**config.mk**
```make
export PLATFORM = sky130hd
export DESIGN_NAME = lcd_frame_fetch_ctrl_flat
export DESIGN_NICKNAME = d
export VERILOG_FILES = /design/src/rtl/lcd_frame_fetch_ctrl_if.sv /design/src/rtl/lcd_frame_fetch_ctrl.sv /design/src/flat_wrapper.sv
export SDC_FILE = /design/constraint.sdc
export NUM_CORES = 1
export LEC_CHECK = 0
export ABC_AREA = 1
export BUFFER_PORTS_ARGS = -buffer_cell sky130_fd_sc_hd__buf_2
export CAP_MARGIN = 20
export CORE_MARGIN = 2
export CORE_UTILIZATION = 31
export DETAILED_ROUTE_END_ITERATION = 12
export PLACE_DENSITY = 0.59
export SETUP_SLACK_MARGIN = 0.3
export SLEW_MARGIN = 15
export SYNTH_ARGS = -nofsm -noshare
export SYNTH_HDL_FRONTEND = slang
export SYNTH_SLANG_ARGS = --single-unit
```
**constraint.sdc**
```tcl
create_clock -name clk -period 6.79 [get_ports clk]
set_input_delay 0.679 -clock clk [delete_from_list [all_inputs] [get_ports clk]]
set_output_delay 0.679 -clock clk [all_outputs]
set_load 0.005 [all_outputs]
```
**src/rtl/lcd_frame_fetch_ctrl_if.sv**
```systemverilog
// Memory burst request/response and LCD FIFO write port bundle.
// master = fetch controller, slave = memory system plus FIFO.
interface lcd_frame_fetch_ctrl_if #(
    parameter int ADDR_W = 32,
    parameter int LEN_W  = 8
);
    logic              mem_req_valid;
    logic              mem_req_ready;
    logic [ADDR_W-1:0] mem_req_addr;
    logic [LEN_W-1:0]  mem_req_len;
    logic              mem_rsp_valid;
    logic              mem_rsp_ready;
    logic [15:0]       mem_rsp_data;
    logic              mem_rsp_err;
    logic              fifo_wr_en;
    logic              fifo_wr_vld;
    logic [15:0]       fifo_wr_data;

    modport master (
        output mem_req_valid, mem_req_addr, mem_req_len,
        output mem_rsp_ready, fifo_wr_en, fifo_wr_data,
        input  mem_req_ready, mem_rsp_valid, mem_rsp_data,
        input  mem_rsp_err, fifo_wr_vld
    );

    modport slave (
        input  mem_req_valid, mem_req_addr, mem_req_len,
        input  mem_rsp_ready, fifo_wr_en, fifo_wr_data,
        output mem_req_ready, mem_rsp_valid, mem_rsp_data,
        output mem_rsp_err, fifo_wr_vld
    );
endinterface

```
**src/rtl/lcd_frame_fetch_ctrl.sv**
```systemverilog
// LCD frame fetch: bursts frame-buffer reads into the prefetch FIFO.
// LCD_FETCH_PERF_CNT_EN adds stall_cnt/frame_cnt performance counters.
module lcd_frame_fetch_ctrl #(
    parameter int ADDR_W    = 32,
    parameter int PIX_W     = 20,
    parameter int BURST_LEN = 16,
    parameter int LEN_W     = 8
) (
    input  logic              clk,
    input  logic              rst_n,
    input  logic              ctrl_en,
    input  logic              ctrl_cont,
    input  logic [ADDR_W-1:0] ctrl_base,
    input  logic [PIX_W-1:0]  ctrl_pix_num,
    output logic              busy,
    output logic              frame_done,
    output logic              err_flag,
`ifdef LCD_FETCH_PERF_CNT_EN
    output logic [31:0]       stall_cnt,
    output logic [15:0]       frame_cnt,
`endif
    lcd_frame_fetch_ctrl_if.master bus
);

    typedef enum logic [1:0] {
        S_IDLE,
        S_REQ,
        S_DATA,
        S_FEND
    } state_t;

    state_t            r_state;
    state_t            w_state_nxt;
    logic [ADDR_W-1:0] r_addr;
    logic [LEN_W-1:0]  r_len;
    logic [LEN_W-1:0]  r_beats_left;
    logic [PIX_W-1:0]  r_total;
    logic [PIX_W-1:0]  r_pix_done;
    logic              r_err;

    logic              w_start;
    logic              w_load;
    logic              w_hs;
    logic              w_beat;
    logic              w_last;
    logic              w_frame_end;
    logic              w_next_req;
    logic [PIX_W-1:0]  w_rem;

    function automatic logic [LEN_W-1:0] f_len(
        input logic [PIX_W-1:0] rem
    );
        if (rem >= PIX_W'(BURST_LEN))
            return LEN_W'(BURST_LEN);
        return rem[LEN_W-1:0];
    endfunction

    assign w_start = (r_state == S_IDLE) && ctrl_en
                  && (ctrl_pix_num != '0);
    assign w_load  = w_start
                  || ((r_state == S_FEND) && ctrl_en && ctrl_cont
                      && (ctrl_pix_num != '0));
    assign w_hs    = (r_state == S_REQ) && bus.mem_req_ready;
    assign w_beat  = (r_state == S_DATA) && bus.mem_rsp_valid
                  && bus.fifo_wr_vld;
    assign w_last  = w_beat && (r_beats_left == LEN_W'(1));
    assign w_frame_end = (r_pix_done + PIX_W'(1)) == r_total;
    assign w_next_req  = w_last && !w_frame_end && ctrl_en;
    assign w_rem       = r_total - r_pix_done - PIX_W'(1);

    always_ff @(posedge clk or negedge rst_n) begin
        if (!rst_n)
            r_state <= S_IDLE;
        else
            r_state <= w_state_nxt;
    end

    always_comb begin
        w_state_nxt = r_state;
        unique case (r_state)
            S_IDLE: if (w_start) w_state_nxt = S_REQ;
            S_REQ: begin
                // An accepted request is never dropped, even if en fell.
                if (w_hs)
                    w_state_nxt = S_DATA;
                else if (!ctrl_en)
                    w_state_nxt = S_IDLE;
            end
            S_DATA: begin
                if (w_last) begin
                    if (w_frame_end)
                        w_state_nxt = S_FEND;
                    else if (ctrl_en)
                        w_state_nxt = S_REQ;
                    else
                        w_state_nxt = S_IDLE;
                end
            end
            S_FEND: w_state_nxt = w_load ? S_REQ : S_IDLE;
            default: w_state_nxt = S_IDLE;
        endcase
    end

    // r_addr tracks base + 2*pix_done of the next burst to request.
    always_ff @(posedge clk or negedge rst_n) begin
        if (!rst_n) begin
            r_addr       <= '0;
            r_len        <= '0;
            r_beats_left <= '0;
            r_total      <= '0;
            r_pix_done   <= '0;
            r_err        <= 1'b0;
        end else begin
            if (w_load) begin
                r_addr     <= ctrl_base & ~ADDR_W'(1);
                r_len      <= f_len(ctrl_pix_num);
                r_total    <= ctrl_pix_num;
                r_pix_done <= '0;
            end
            if (w_hs) begin
                r_beats_left <= r_len;
                r_addr <= r_addr + ADDR_W'({r_len, 1'b0});
            end
            if (w_beat) begin
                r_beats_left <= r_beats_left - LEN_W'(1);
                r_pix_done   <= r_pix_done + PIX_W'(1);
            end
            if (w_next_req)
                r_len <= f_len(w_rem);
            if (w_start)
                r_err <= 1'b0;
            else if (w_beat && bus.mem_rsp_err)
                r_err <= 1'b1;
        end
    end

`ifdef LCD_FETCH_PERF_CNT_EN
    logic [31:0] r_stall_cnt;
    logic [15:0] r_frame_cnt;

    always_ff @(posedge clk or negedge rst_n) begin
        if (!rst_n) begin
            r_stall_cnt <= '0;
            r_frame_cnt <= '0;
        end else if (w_start) begin
            r_stall_cnt <= '0;
            r_frame_cnt <= '0;
        end else begin
            if ((r_state == S_DATA) && bus.mem_rsp_valid
                && !bus.fifo_wr_vld)
                r_stall_cnt <= r_stall_cnt + 32'd1;
            if (r_state == S_FEND)
                r_frame_cnt <= r_frame_cnt + 16'd1;
        end
    end

    assign stall_cnt = r_stall_cnt;
    assign frame_cnt = r_frame_cnt;
`endif

    assign busy       = (r_state != S_IDLE);
    assign frame_done = (r_state == S_FEND);
    assign err_flag   = r_err;

    assign bus.mem_req_valid = (r_state == S_REQ);
    assign bus.mem_req_addr  = r_addr;
    assign bus.mem_req_len   = r_len;
    assign bus.mem_rsp_ready = (r_state == S_DATA) && bus.fifo_wr_vld;
    assign bus.fifo_wr_en    = w_beat;
    assign bus.fifo_wr_data  = bus.mem_rsp_data;

endmodule

```
**src/flat_wrapper.sv**
```systemverilog
// flat-port wrapper written by rule: the top's interface ports become plain ports
module lcd_frame_fetch_ctrl_flat 
#(
    parameter int ADDR_W    = 32,
    parameter int PIX_W     = 20,
    parameter int BURST_LEN = 16,
    parameter int LEN_W     = 8
)
  (clk, rst_n, ctrl_en, ctrl_cont, ctrl_base, ctrl_pix_num, busy, frame_done, err_flag, bus_mem_req_valid, bus_mem_req_addr, bus_mem_req_len, bus_mem_rsp_ready, bus_fifo_wr_en, bus_fifo_wr_data, bus_mem_req_ready, bus_mem_rsp_valid, bus_mem_rsp_data, bus_mem_rsp_err, bus_fifo_wr_vld);
  lcd_frame_fetch_ctrl_if #(.ADDR_W(ADDR_W), .LEN_W(LEN_W)) bus_i ();
  input  logic clk;
  input  logic rst_n;
  input  logic ctrl_en;
  input  logic ctrl_cont;
  input  logic [ADDR_W-1:0] ctrl_base;
  input  logic [PIX_W-1:0] ctrl_pix_num;
  output logic busy;
  output logic frame_done;
  output logic err_flag;
  output wire logic [$bits(bus_i.mem_req_valid)-1:0] bus_mem_req_valid;
  output wire logic [$bits(bus_i.mem_req_addr)-1:0] bus_mem_req_addr;
  output wire logic [$bits(bus_i.mem_req_len)-1:0] bus_mem_req_len;
  output wire logic [$bits(bus_i.mem_rsp_ready)-1:0] bus_mem_rsp_ready;
  output wire logic [$bits(bus_i.fifo_wr_en)-1:0] bus_fifo_wr_en;
  output wire logic [$bits(bus_i.fifo_wr_data)-1:0] bus_fifo_wr_data;
  input wire logic [$bits(bus_i.mem_req_ready)-1:0] bus_mem_req_ready;
  input wire logic [$bits(bus_i.mem_rsp_valid)-1:0] bus_mem_rsp_valid;
  input wire logic [$bits(bus_i.mem_rsp_data)-1:0] bus_mem_rsp_data;
  input wire logic [$bits(bus_i.mem_rsp_err)-1:0] bus_mem_rsp_err;
  input wire logic [$bits(bus_i.fifo_wr_vld)-1:0] bus_fifo_wr_vld;
  assign bus_mem_req_valid = bus_i.mem_req_valid;
  assign bus_mem_req_addr = bus_i.mem_req_addr;
  assign bus_mem_req_len = bus_i.mem_req_len;
  assign bus_mem_rsp_ready = bus_i.mem_rsp_ready;
  assign bus_fifo_wr_en = bus_i.fifo_wr_en;
  assign bus_fifo_wr_data = bus_i.fifo_wr_data;
  assign bus_i.mem_req_ready = bus_mem_req_ready;
  assign bus_i.mem_rsp_valid = bus_mem_rsp_valid;
  assign bus_i.mem_rsp_data = bus_mem_rsp_data;
  assign bus_i.mem_rsp_err = bus_mem_rsp_err;
  assign bus_i.fifo_wr_vld = bus_fifo_wr_vld;
  lcd_frame_fetch_ctrl #(.ADDR_W(ADDR_W), .PIX_W(PIX_W), .BURST_LEN(BURST_LEN), .LEN_W(LEN_W)) u_core (.clk(clk), .rst_n(rst_n), .ctrl_en(ctrl_en), .ctrl_cont(ctrl_cont), .ctrl_base(ctrl_base), .ctrl_pix_num(ctrl_pix_num), .busy(busy), .frame_done(frame_done), .err_flag(err_flag), .bus(bus_i));
endmodule
```
==> results.sh <==
export IMPL_slowest_delay_ns=0.76
export IMPL_grt_max_degree=79
export IMPL_cts_hold_fix_buffers=0
export IMPL_arrival_ns=3.82
export IMPL_dp_cells=1537
export IMPL_cts_tree="yes"
export IMPL_synth_sequential_area_ratio_pct=30.5
export IMPL_whs_ns=0.163
export IMPL_grt_total_usage_pct=17.7
export IMPL_synth_edf_count=0
export IMPL_r2r_cells=16
export IMPL_clock_sinks=90
export IMPL_synth_area_per_cell_um2=6.44
export IMPL_gr_total_overflow=0
export IMPL_dp_hpwl_um=16900
export IMPL_synthToLayoutAreaGrowth_pct=14.1
export IMPL_synth_top_cell_by_area="dfrtp_1"
export IMPL_min_period_over_period_pct=52.3
export IMPL_cts_buffers=9
export IMPL_p_per_area_mw_per_mm2=419
export IMPL_period_needed_ns=3.55
export IMPL_design_area_mm2=0.00843
export IMPL_cap_violations=0
export IMPL_relSlewSlack_pct=29.9
export IMPL_fmax_ghz=0.282
export IMPL_clockBufferDepth=2
export IMPL_drt_iter0_markers=578
export IMPL_ctsResizeCount=0
export IMPL_first_pass_iters=5
export IMPL_n_antenna_cell=0
export IMPL_die_x_um=158
export IMPL_hold_viol=0
export IMPL_critPathLaunchType="input pin"
export IMPL_end_kind="flop"
export IMPL_r2r_slack_ns=3.60
export IMPL_drt_total_wl_um=21900
export IMPL_synthTopCellsByArea="dfrtp_1, nand2_1, inv_1"
export IMPL_antenna_found_initial=0
export IMPL_io_buffers=103
export IMPL_cp_cell_sequence="buf_2 -> nor4_1 -> nand2_1 -> nor3_2 -> nand2_1 -> nand2_1 -> inv_1 -> nand2_2 -> buf_4 -> nand2_1 -> inv_1 -> a21oi_1 -> a21oi_1"
export IMPL_worst_setup_path_type="in2reg"
export IMPL_nets=1338
export IMPL_synthCells=1149
export IMPL_clk_pin_slew_ns=0.07
export IMPL_start_util_pct=31.5
export IMPL_rows=56
export IMPL_setup_viol=0
export IMPL_routed_via_density=4.89
export IMPL_crit_family="simple AND/OR/NAND/NOR gates"
export IMPL_cp_common_cell="nand2_1"
export IMPL_worstMarginPinSlew_ns=1.05
export IMPL_gp_congestion=0.869
export IMPL_die_area_mm2=0.0251
export IMPL_mostFrequentLayoutCells="nand2_1, inv_1, nor2_1, buf_2, nand3_1"
export IMPL_vias=7591
export IMPL_worstSkewPairLatency_ns=0.35
export IMPL_wl_per_cell_um=14.1
export IMPL_drc_errors=0
export IMPL_placed_cell_area_mm2=0.00812
export IMPL_rsz0062_at_grt="false"
export IMPL_fin_cells=1553
export IMPL_timing_setup_tns_ns=0
export IMPL_post_cts_buffers=0
export IMPL_reg2reg_from="u_core.r_pix_done[0]"
export IMPL_layout_drive_gt1_share_pct=13.2
export IMPL_synth_top_cell_area_share_pct=30.5
export IMPL_htreeDepth=3
export IMPL_critPathBufInv=4
export IMPL_async_flop_share_pct=100
export IMPL_yosysWarnings=0
export IMPL_ir_worst_vdd_uv=182
export IMPL_worstHoldPathType="in2async"
export IMPL_r2r_end="u_core.bus.mem_req_len[0]"
export IMPL_status="finished, final reports clean"
export IMPL_cp_required_ns=7.06
export IMPL_p_leak_nw=4.16
export IMPL_grt_pass1_vias=7025
export IMPL_critPathSlowestCell="nand2_1"
export IMPL_yosysUniqueCellTypes=46
export IMPL_slew_violations=0
export IMPL_cts_root_buf="clkbuf_16"
export IMPL_io_pins=138
export IMPL_ys_seq_elements=90
export IMPL_final_common_cell="nand2_1"
export IMPL_syn_nets=1257
export IMPL_coreArea_mm2=0.0235
export IMPL_final_core_util_pct=35.9
export IMPL_critPathMaxFanout=48
export IMPL_route_antenna_remaining_nets=0
export IMPL_die_h_um=158
export IMPL_fin_skew_ns=0.00952
export IMPL_yosys_most_used_dff="dfrtp_1"
export IMPL_grt_pass1_wl_um=35200
export IMPL_synthesis_area_mm2=0.00739
==> worst register-to-register path: cells and delay by family (launching register included) <==
kind	cells	cell delay (ns)
fa+ha+maj	2	0.79
flops	1	0.50
compound gates	1	0.15
simple gates	12	1.55
buf+inv	1	0.11
==> per-layer routing <==
layer	GRT usage [%]	share of wire, %	vias up
li1	-	-	3878
met1	25.3	49	3477
met2	27.7	44	206
met3	2.56	4.8	30
met4	5.36	2.2	0
met5	0	0	-
==> area by class of cell <==
cell class	instances	area, um2
Clock inverter	5	56.3
Inverter	157	589
Fill cell	2541	15000
Timing Repair Buffer	108	576
Multi-Input combinational cell	864	4330
Tap cell	319	399
Sequential cell	90	2250
Clock buffer	10	229
==> Yosys cell counts, drive strengths merged (11+ instances only) <==
cell,count
nand2,366
inv,156
nor2,134
nand3,96
dfrtp,90
o21ai,74
a21oi,38
ha,30
buf,24
nand4,19
o22ai,17
nor3,16
o211ai,16
clkbuf,14
nand3b,12
xor2,11
==> logic make-up after synthesis <==
family,count (synthesis),synth area share [%]
AOI/OAI and AO/OA,161,12.6
xor gates and xnor gates,14,1.66
and+or+nand+nor,656,38.7
other,1,0.0507
buffers and inverters,195,10.9
DFF,90,30.5
adders and majority gates,32,5.62
==> registers in the layout (all words and copies together), names as in the netlist <==
| register | count |
|---|---|
| u_core.bus.mem_req_addr | 31 |
| u_core.r_pix_done | 20 |
| u_core.r_total | 20 |
| u_core.bus.mem_req_len | 8 |
| u_core.r_beats_left | 8 |
| u_core.r_state | 2 |
| u_core.err_flag | 1 |
==> worst max path at each step <==
stage                                    start                     endpoint  slack (ns)  depth (start not counted)
final                         ctrl_pix_num[17]  u_core.bus.mem_req_addr[13]        3.24                         13
after global routing          ctrl_pix_num[17]  u_core.bus.mem_req_addr[13]        2.80                         13
after CTS                     ctrl_pix_num[17]  u_core.bus.mem_req_addr[13]        3.18                         13
after detailed placement      ctrl_pix_num[17]  u_core.bus.mem_req_addr[13]        2.81                         13
after global placement        ctrl_pix_num[17]  u_core.bus.mem_req_addr[13]        2.85                         13
after floorplan           u_core.r_pix_done[0]    u_core.bus.mem_req_len[0]        4.45                         16
==> per-stage QoR <==
stage          power, mW  setup slack (ns)
2_1_floorplan       2.41              4.45
3_5_place_dp        3.02              2.81
6_report            3.53              3.24
3_3_place_gp        3.01              2.85
4_1_cts             3.55              3.18
5_1_grt             3.94              2.80
==> where the power goes <==
group / internal [mW] / switching [mW] / total (mW)
clock: 0.283 / 0.224 / 0.507
combinational: 0.743 / 1.30 / 2.04
sequential: 0.738 / 0.247 / 0.986
Power figures use the tool's default switching activity.
